**src/rtl/dmem_pkg.sv**
```systemverilog
// Shared encodings and defaults for the data-memory access controller.
package dmem_pkg;

    localparam logic [1:0] SZ_BYTE = 2'b00;
    localparam logic [1:0] SZ_HALF = 2'b01;
    localparam logic [1:0] SZ_WORD = 2'b10;
    localparam logic [1:0] SZ_RSVD = 2'b11;

    localparam int unsigned MEM_WORDS_DEFAULT = 256;

    typedef enum logic [2:0] {
        StIdle,
        StLoad,
        StRmwRd,
        StWr,
        StResp
    } state_e;

endpackage

```
**src/rtl/dmem_lane_align.sv**
```systemverilog
// Combinational lane handling: load extract/extend and sub-word store merge.
module dmem_lane_align
    import dmem_pkg::*;
(
    input  logic [1:0]  i_size,
    input  logic        i_unsigned,
    input  logic [1:0]  i_lane,
    input  logic [31:0] i_rdata,
    input  logic [31:0] i_wdata,
    output logic [31:0] o_load_data,
    output logic [31:0] o_merge_data
);

    logic [4:0]  w_sh;
    logic [7:0]  w_byte;
    logic [15:0] w_half;

    assign w_sh   = {i_lane, 3'b000};
    assign w_byte = i_rdata[w_sh +: 8];
    assign w_half = i_rdata[{i_lane[1], 4'b0000} +: 16];

    always_comb begin
        o_load_data  = i_rdata;
        o_merge_data = i_wdata;
        case (i_size)
            SZ_BYTE: begin
                o_load_data  = {{24{~i_unsigned & w_byte[7]}}, w_byte};
                o_merge_data = (i_rdata & ~(32'h0000_00ff << w_sh))
                             | ({24'h0, i_wdata[7:0]} << w_sh);
            end
            SZ_HALF: begin
                o_load_data  = {{16{~i_unsigned & w_half[15]}}, w_half};
                o_merge_data = (i_rdata & ~(32'h0000_ffff << w_sh))
                             | ({16'h0, i_wdata[15:0]} << w_sh);
            end
            default: ;
        endcase
    end

endmodule

```
**src/rtl/dmem_access_ctrl.sv**
```systemverilog
// Load/store initiator for a word-addressed data memory with read-modify-write
// for sub-word stores; one request outstanding, all outputs registered.
module dmem_access_ctrl
    import dmem_pkg::*;
#(
    parameter int unsigned MEM_WORDS = MEM_WORDS_DEFAULT
) (
    input  logic        clk,
    input  logic        rst_n,
    input  logic        req_valid,
    output logic        req_ready,
    input  logic        req_we,
    input  logic [1:0]  req_size,
    input  logic        req_unsigned,
    input  logic [31:0] req_addr,
    input  logic [31:0] req_wdata,
    output logic        rsp_valid,
    input  logic        rsp_ready,
    output logic [31:0] rsp_rdata,
    output logic        rsp_err,
    output logic        memread,
    output logic        memwrite,
    output logic [31:0] address,
    output logic [31:0] writedata,
    input  logic [31:0] readdata
);

    state_e      r_state;
    logic        r_req_ready;
    logic        r_rsp_valid;
    logic [31:0] r_rsp_rdata;
    logic        r_rsp_err;
    logic        r_memread;
    logic        r_memwrite;
    logic [31:0] r_address;
    logic [31:0] r_writedata;
    logic [1:0]  r_size;
    logic        r_unsigned;
    logic [1:0]  r_lane;
    logic [31:0] r_wdata;

    logic        w_err;
    logic [31:0] w_load_data;
    logic [31:0] w_merge_data;

    always_comb begin
        w_err = 1'b0;
        case (req_size)
            SZ_BYTE: w_err = 1'b0;
            SZ_HALF: w_err = req_addr[0];
            SZ_WORD: w_err = |req_addr[1:0];
            default: w_err = 1'b1;
        endcase
        if ({2'b00, req_addr[31:2]} >= MEM_WORDS) w_err = 1'b1;
    end

    dmem_lane_align u_lane_align (
        .i_size       (r_size),
        .i_unsigned   (r_unsigned),
        .i_lane       (r_lane),
        .i_rdata      (readdata),
        .i_wdata      (r_wdata),
        .o_load_data  (w_load_data),
        .o_merge_data (w_merge_data)
    );

    always_ff @(posedge clk or negedge rst_n) begin
        if (!rst_n) begin
            r_state     <= StIdle;
            r_req_ready <= 1'b0;
            r_rsp_valid <= 1'b0;
            r_rsp_rdata <= 32'h0;
            r_rsp_err   <= 1'b0;
            r_memread   <= 1'b0;
            r_memwrite  <= 1'b0;
            r_address   <= 32'h0;
            r_writedata <= 32'h0;
            r_size      <= SZ_BYTE;
            r_unsigned  <= 1'b0;
            r_lane      <= 2'b00;
            r_wdata     <= 32'h0;
        end else begin
            case (r_state)
                StIdle: begin
                    r_req_ready <= 1'b1;
                    if (req_valid && r_req_ready) begin
                        r_req_ready <= 1'b0;
                        r_size      <= req_size;
                        r_unsigned  <= req_unsigned;
                        r_lane      <= req_addr[1:0];
                        r_wdata     <= req_wdata;
                        r_address   <= {req_addr[31:2], 2'b00};
                        if (w_err) begin
                            r_rsp_valid <= 1'b1;
                            r_rsp_err   <= 1'b1;
                            r_rsp_rdata <= 32'h0;
                            r_state     <= StResp;
                        end else if (!req_we) begin
                            r_memread <= 1'b1;
                            r_state   <= StLoad;
                        end else if (req_size == SZ_WORD) begin
                            r_memwrite  <= 1'b1;
                            r_writedata <= req_wdata;
                            r_state     <= StWr;
                        end else begin
                            r_memread <= 1'b1;
                            r_state   <= StRmwRd;
                        end
                    end
                end
                StLoad: begin
                    r_memread   <= 1'b0;
                    r_rsp_valid <= 1'b1;
                    r_rsp_err   <= 1'b0;
                    r_rsp_rdata <= w_load_data;
                    r_state     <= StResp;
                end
                StRmwRd: begin
                    r_memread   <= 1'b0;
                    r_memwrite  <= 1'b1;
                    r_writedata <= w_merge_data;
                    r_state     <= StWr;
                end
                StWr: begin
                    r_memwrite  <= 1'b0;
                    r_rsp_valid <= 1'b1;
                    r_rsp_err   <= 1'b0;
                    r_rsp_rdata <= 32'h0;
                    r_state     <= StResp;
                end
                StResp: begin
                    if (rsp_ready) begin
                        r_rsp_valid <= 1'b0;
                        r_rsp_err   <= 1'b0;
                        r_rsp_rdata <= 32'h0;
                        r_req_ready <= 1'b1;
                        r_state     <= StIdle;
                    end
                end
                default: r_state <= StIdle;
            endcase
        end
    end

    assign req_ready = r_req_ready;
    assign rsp_valid = r_rsp_valid;
    assign rsp_rdata = r_rsp_rdata;
    assign rsp_err   = r_rsp_err;
    assign memread   = r_memread;
    assign memwrite  = r_memwrite;
    assign address   = r_address;
    assign writedata = r_writedata;

endmodule

```
**config.mk**
```make
export PLATFORM = sky130hd
export DESIGN_NAME = dmem_access_ctrl
export DESIGN_NICKNAME = d
export VERILOG_FILES = /design/src/rtl/dmem_pkg.sv /design/src/rtl/dmem_lane_align.sv /design/src/rtl/dmem_access_ctrl.sv
export SDC_FILE = /design/constraint.sdc
export NUM_CORES = 1
export LEC_CHECK = 0
export CORE_UTILIZATION = 44
export DETAILED_ROUTE_END_ITERATION = 16
export PLACE_DENSITY = 0.8
export SLEW_MARGIN = 20
export SYNTH_ARGS = -nofsm -noshare
export SYNTH_HDL_FRONTEND = slang
export SYNTH_SLANG_ARGS = --single-unit
```
**constraint.sdc**
```tcl
create_clock -name clk -period 1.8 [get_ports clk]
set_input_delay 0.36 -clock clk [delete_from_list [all_inputs] [get_ports clk]]
set_output_delay 0.36 -clock clk [all_outputs]
set_load 0.005 [all_outputs]
```
### After elaboration in Yosys (flattened, before gate mapping)

Cells that the tools add are included.

| storage, ports and cells | value |
|---|---|
| register bits | 139 |
| bits in latches | 0 |
| bits in writable memories | 0 |
| bits in read-only memories | 0 |
| bits of input ports | 104 |
| output and inout port bits | 101 |
| logic and storage cells | 101 |
| memories | 0 |

| operators by class | value |
|---|---|
| add/subtract/negate cells | 0 |
| multipliers | 0 |
| divide/modulo/power cells | 0 |
| magnitude comparators | 1 |
| equal/unequal tests | 14 |
| shifts and indexed selects | 6 |
| muxes and demuxes | 37 |
| bitwise gates (word level) | 9 |
| reductions and logical operators | 21 |

Operators with widths:

| kind | count |
|---|---|
| 2-to-1 mux 32 bit | 7 |
| case mux 32 bit (2 select lines) | 3 |
| case mux 32 bit (4 select lines) | 1 |
| AND 32 bit | 2 |
| inverter 32 bit | 2 |
| OR 32 bit | 2 |
| variable part select 32 x 6 -> 16 bit | 1 |
| variable part select 32 x 6 -> 8 bit | 1 |
| << shifter 16 x 5 -> 32 bit | 1 |
| << shifter 16 x 5 -> 32 bit (first input constant) | 1 |
| << shifter 8 x 5 -> 32 bit | 1 |
| << shifter 8 x 5 -> 32 bit (first input constant) | 1 |
| >= comparator 30 x 9 -> 1 bit (second input constant) | 1 |
| 2-to-1 mux 1 bit | 15 |
| != test 2 bit (second input constant) | 6 |
| case mux 1 bit (3 select lines) | 4 |
| case mux 3 bit (4 select lines) | 1 |
| AND reduction 4 bit | 3 |
| AND reduction 5 bit | 2 |
| 2-to-1 mux 3 bit | 3 |
| == test 3 x 2 -> 1 bit (second input constant) | 2 |
| AND reduction 2 bit | 3 |
| nonzero test 2 bit | 3 |
| nonzero test 3 bit | 2 |
| other kinds (14) | 20 |

### Longest topological paths before layout

| logic depth | value |
|---|---|
| depth in word-level cells | 6 |
| gate-level depth with buffers | 9 |
| depth with buffers taken out | 7 |

### Hierarchy

Synthesis repeated with hierarchy kept, for this count alone.

| second synthesis, totals | value |
|---|---|
| cells, all modules | 864 |
| area, all modules | 8320.5 µm² |

Modules (own cells, without submodules):

| module | instances | cells an instance | area each (µm²) | seq. area each (µm²) |
|---|---|---|---|---|
| dmem_access_ctrl | 1 | 570 | 6264.8 | 3478.3 |
| dmem_lane_align | 1 | 294 | 2055.7 | 0.0 |

### Worst setup path after synthesis

OpenSTA, ideal clock, no wires.

| timing path | value |
|---|---|
| path kind | register -> register |
| from | register r_lane[1] |
| to | register r_writedata[19], in the netlist writedata[19] |
| library setup time | 77 ps |
| arrival time | 1902 ps |
| required time | 1723 ps |
| slack | -179 ps |
| stages on the path, launching flop included | 10 |
| path buffers | 2 |
| period minus slack after synthesis | 1979 ps |
| cells stage by stage | dfrtp_1 -> buf_2 -> clkinv_1 -> buf_2 -> ha_1 -> inv_1 -> a22o_1 -> nand2_1 -> a221o_1 -> o21ai_1 |

| between the ends | value |
|---|---|
| cells in the longest elaborated chain, start to end | 6 |
| elaborated cells between the ends (all ways) | 12 |
| those cells by class | shift (4); mux (2); bitwise (6) |

Ends and longest elaborated chain:

| element | RTL line | text |
|---|---|---|
| from (decl) | dmem_access_ctrl.sv:39 | `logic [1:0] r_lane;` |
| from (signal assigned) | dmem_access_ctrl.sv:90 | `r_lane <= req_addr[1:0];` |
| << shifter 16 x 5 -> 32 bit / << shifter 8 x 5 -> 32 bit (equally long branches) | dmem_lane_align.sv:33, dmem_lane_align.sv:28 |  |
| inverter 32 bit, on equally long branches | dmem_lane_align.sv:33, dmem_lane_align.sv:28 |  |
| AND 32 bit, on equally long branches | dmem_lane_align.sv:33, dmem_lane_align.sv:28 |  |
| OR 32 bit, on equally long branches | dmem_lane_align.sv:34, dmem_lane_align.sv:29 |  |
| case mux 32 bit (2 select lines) (*) | dmem_lane_align.sv:25 | `case (i_size)` |
| case mux 32 bit (2 select lines) (*) | dmem_access_ctrl.sv:83 | `case (r_state)` |
| to (signal assigned) | dmem_access_ctrl.sv:103 | `r_writedata <= req_wdata;` |
| to (signal assigned) | dmem_access_ctrl.sv:121 | `r_writedata <= w_merge_data;` |
| to (decl) | dmem_access_ctrl.sv:36 | `logic [31:0] r_writedata;` |

Mark *: on every way between the ends. The rest lies on a longest branch, timed or not.
A chain may end at the register's enable or synchronous reset.

### Worst setup path in the final report

| timing path | value |
|---|---|
| from | input port req_we |
| to | register r_writedata[23], in the netlist writedata[23] |

| between the ends | value |
|---|---|
| cells in the longest elaborated chain, start to end | 2 |

Ends and longest elaborated chain:

| element | RTL line | text |
|---|---|---|
| from (decl) | dmem_access_ctrl.sv:12 | `input logic req_we,` |
| != test 2 bit (no source line) | n/a |  |
| AND reduction 5 bit (no source line) | n/a |  |

No other way between the ends.

==> metrics.txt <==
violated checks setup timing; sequential cell area fraction in the yosys report 0.474; fraction of power consumed by combinational cells 0.493; fraction of power spent switching nets 0.374; flops & latches, synth 139; routed via count divided by cell count a little over 6; r2r endpoint writedata[23]; final worst-path setup slack -0.0905 ns; area share of the largest cell type after synthesis 0.474; number of library cell types mapped by synthesis 57; Initial DRC Count 865; cell taking the most area after synthesis dfrtp_1; Hold Path Sink address[29]; Syn Std Cell Area approximately 7300 µm²; final-layout setup total negative slack -1.78 ns; average footprint of a synthesized cell 11.2 µm²; final-report max-slew violation count 0; global-route layer with the greatest usage met2; max frequency 529 MHz; critical setup path kind primary input to register; worst slack at placement -0.716 ns; Static Leak approximately 4.8 nW; max-slew headroom at the worst pin 0.639; pwr/cell area 1370 nW/µm²; cells on worst reg2reg path 8; share of power burned in the clock network 0.211; data required time of the critical path 2.11 ns; FF-to-FF Start r_state[0]; number of instances on the worst hold path 2; number of top-level pins between 200 and 250; global-route usage over all layers 0.288; pin count of the biggest net entering global routing 57; growth of design area from synthesis to finish 54.6%; master of the slowest instance on the critical path clkdlybuf4s50_1; final period utilization 1.05; worst-margin pin slew 0.538 ns; setup violators final 67; nets between 1000 and 1500; maximum clock path buffer count 2; total die area around 17000 µm²; commonest register cell after synthesis dfrtp_1; H-Tree Level Count 4; via count of the first global-routing pass between 6000 and 7000; starting density of the core 0.456; fraction of met3 tracks used by global routing 0.0571; Detail Route Antenna Nets 0; commonest cells after routing, fill and taps aside clkdlybuf4s50_1 (174), dfrtp_1 (138), buf_4 (100); later-pin clock latency in the skew report 0.43 ns; Cell Int Power about 9.7 mW; detailed-router iteration count before antenna repair 6; sequential share of power 0.296; most common library cell in the layout ignoring fill and taps clkdlybuf4s50_1; DRC Markers 0; CTS tree yes; final number of hold-violating endpoints 0; critical path buffer and inverter count 4; met1 demand-to-capacity share in global routing 0.388; chain of cells forming the critical path clkdlybuf4s50_1 > nand3b_1 > nor2_4 > nor4b_4 > buf_4 > clkbuf_16 > buf_12 > mux2i_2 > a21oi_1; Max Cap Violations 0; Synth Instances 654; hold path startpoint req_addr[29]; highest net fanout along the worst path 6; Warnings, synthesis 0; clock skew 0.00709 ns; arrival time at the worst endpoint 2.20 ns; number of diodes added for antenna fixing 0; count of clock tree sinks 139; wire length of the first global-routing pass 38600 µm; Layout Cells excl Fill 1177; worst IR drop on VDD 0.852 mV; largest cells by area after synthesis dfrtp_1 (47%), mux2_2 (11%), mux2i_1 (6.7%); net switching power 5.82 mW; routability-driven placement congestion ratio between 0.9 and 1; Tmin final approximately 1.9 ns; HPWL Detailed 16900 µm; width of the chip 131 µm; via total after detailed routing 7316; grt met2 use 0.439; clock slew seen by the registers of the worst setup and hold paths 0.06 ns; final routed wirelength across all metal layers 27200 µm; count of port buffers added during placement 202; setup repair after global routing missed its margin true; Chip Height between 100 and 150 µm; buffer type at the clock tree root clkbuf_16; number of antenna violations at the first check in global routing 0; type of element capturing the critical path register; startpoint kind of the worst setup timing path primary input; Worst path top cell family by delay buffers and inverters; fraction of layout cells with a size suffix above 1 0.309; type of the tightest min-delay check primary input to register; average detailed-routed wire length per instance 23.1 µm; worst setup slack for register-to-register paths -0.05 ns; num rows 46; stage delay of the slowest cell on the critical path 0.51 ns; number of cells in the design after placement approximately 1100; result of the run finished, violations left; grt ovf 0; core box area 16100 µm²; share of synthesized flip-flops with an asynchronous set or reset 1.00; number of enable flip-flop cells after synthesis 0; number of clock buffers inserted by TritonCTS 17; origin of the worst setup path req_we
-- layout make-up --
| type | count | area (µm²) |
|---|---|---|
| multi-input combinational | 447 | 3770 |
| timing repair buffer | 330 | 3230 |
| inverter | 13 | 56.3 |
| clock inverter | 12 | 100 |
| clock buffer | 20 | 447 |
| fill | 1128 | 4770 |
| sequential | 139 | 3480 |
| tap | 216 | 270 |
-- sequential cells by signal, summed over array words and instances, names as in the netlist, 2 cells and up --
register	flops
r_lane	2
r_state	3
address	30
r_size	2
r_wdata	32
rsp_rdata	32
writedata	32
-- logic make-up (layout without fill, tap and decap cells) --
logic type      count (synthesis)  after routing  synth area share
mux                           128            128             0.197
other cells                     1              2          0.000511
compound gates                205            205             0.199
fa+ha+maj                       4              4           0.00682
flops                         139            139             0.474
buf+inv                        69            375            0.0504
simple gates                  107            107            0.0717
xor+xnor                        1              1           0.00119
-- through the flow --
| stage | hold WS (ns) | area (µm²) | total power [mW] | util |
|---|---|---|---|---|
| 3_3_place_gp | 0.356 | 10200 | 10.8 | 0.630 |
| 4_1_cts | 0.293 | 10900 | 14.4 | 0.674 |
| 2_1_floorplan | 0.0644 | 7400 | 8.25 | - |
| 5_1_grt | 0.207 | 11300 | 16.1 | 0.704 |
| 3_5_place_dp | 0.356 | 10200 | 11.0 | 0.630 |
| 6_report | 0.202 | 11300 | 15.5 | 0.704 |
-- power groups by stage --
stage	logic (mW)	registers, mW	clock network (mW)
after floorplan	3.80	4.45	0
after global placement	6.31	4.52	0
after detailed placement	6.45	4.56	0
after CTS	6.57	4.52	3.31
after global routing	7.99	4.67	3.45
final	7.65	4.60	3.28
-- per-layer routing --
metal  up-vias  routed length, µm
met3       130               2560
met2       556              12700
met1      3568              10600
met5         -                  0
li1       3062                  -
met4         0               1400
-- Yosys cell counts, types with 12 or more instances --
| cell type | count |
|---|---|
| a211oi_1 | 21 |
| a21oi_1 | 36 |
| a221oi_1 | 24 |
| buf_2 | 17 |
| clkbuf_1 | 23 |
| dfrtp_1 | 139 |
| inv_1 | 12 |
| mux2_2 | 73 |
| mux2i_1 | 49 |
| nand2_1 | 21 |
| nor2_1 | 43 |
| o21ai_0 | 31 |
| o2bb2ai_1 | 17 |
-- timing repair --
| item | 4_1_cts | 5_1_grt |
|---|---|---|
| gates cloned | 1 | 8 |
| pin swaps | 15 | 22 |
| buffers inserted | 8 | 16 |
| hold endpoints to repair | 47 | 0 |
| hold buffers | 1 | 0 |
| setup endpoints to repair | 68 | 115 |
| resized for setup | 50 | 86 |
-- worst max-delay path by stage --
stage                                to  cells past startpoint  slack, ns
after floorplan           writedata[27]                      9     -0.007
after global placement     writedata[6]                      7      -0.64
after detailed placement  writedata[30]                      7      -0.72
after CTS                 writedata[23]                      7      -0.13
after global routing      writedata[19]                      8      -0.15
final                     writedata[23]                      9      -0.09
Power figures use the tool's default switching activity.
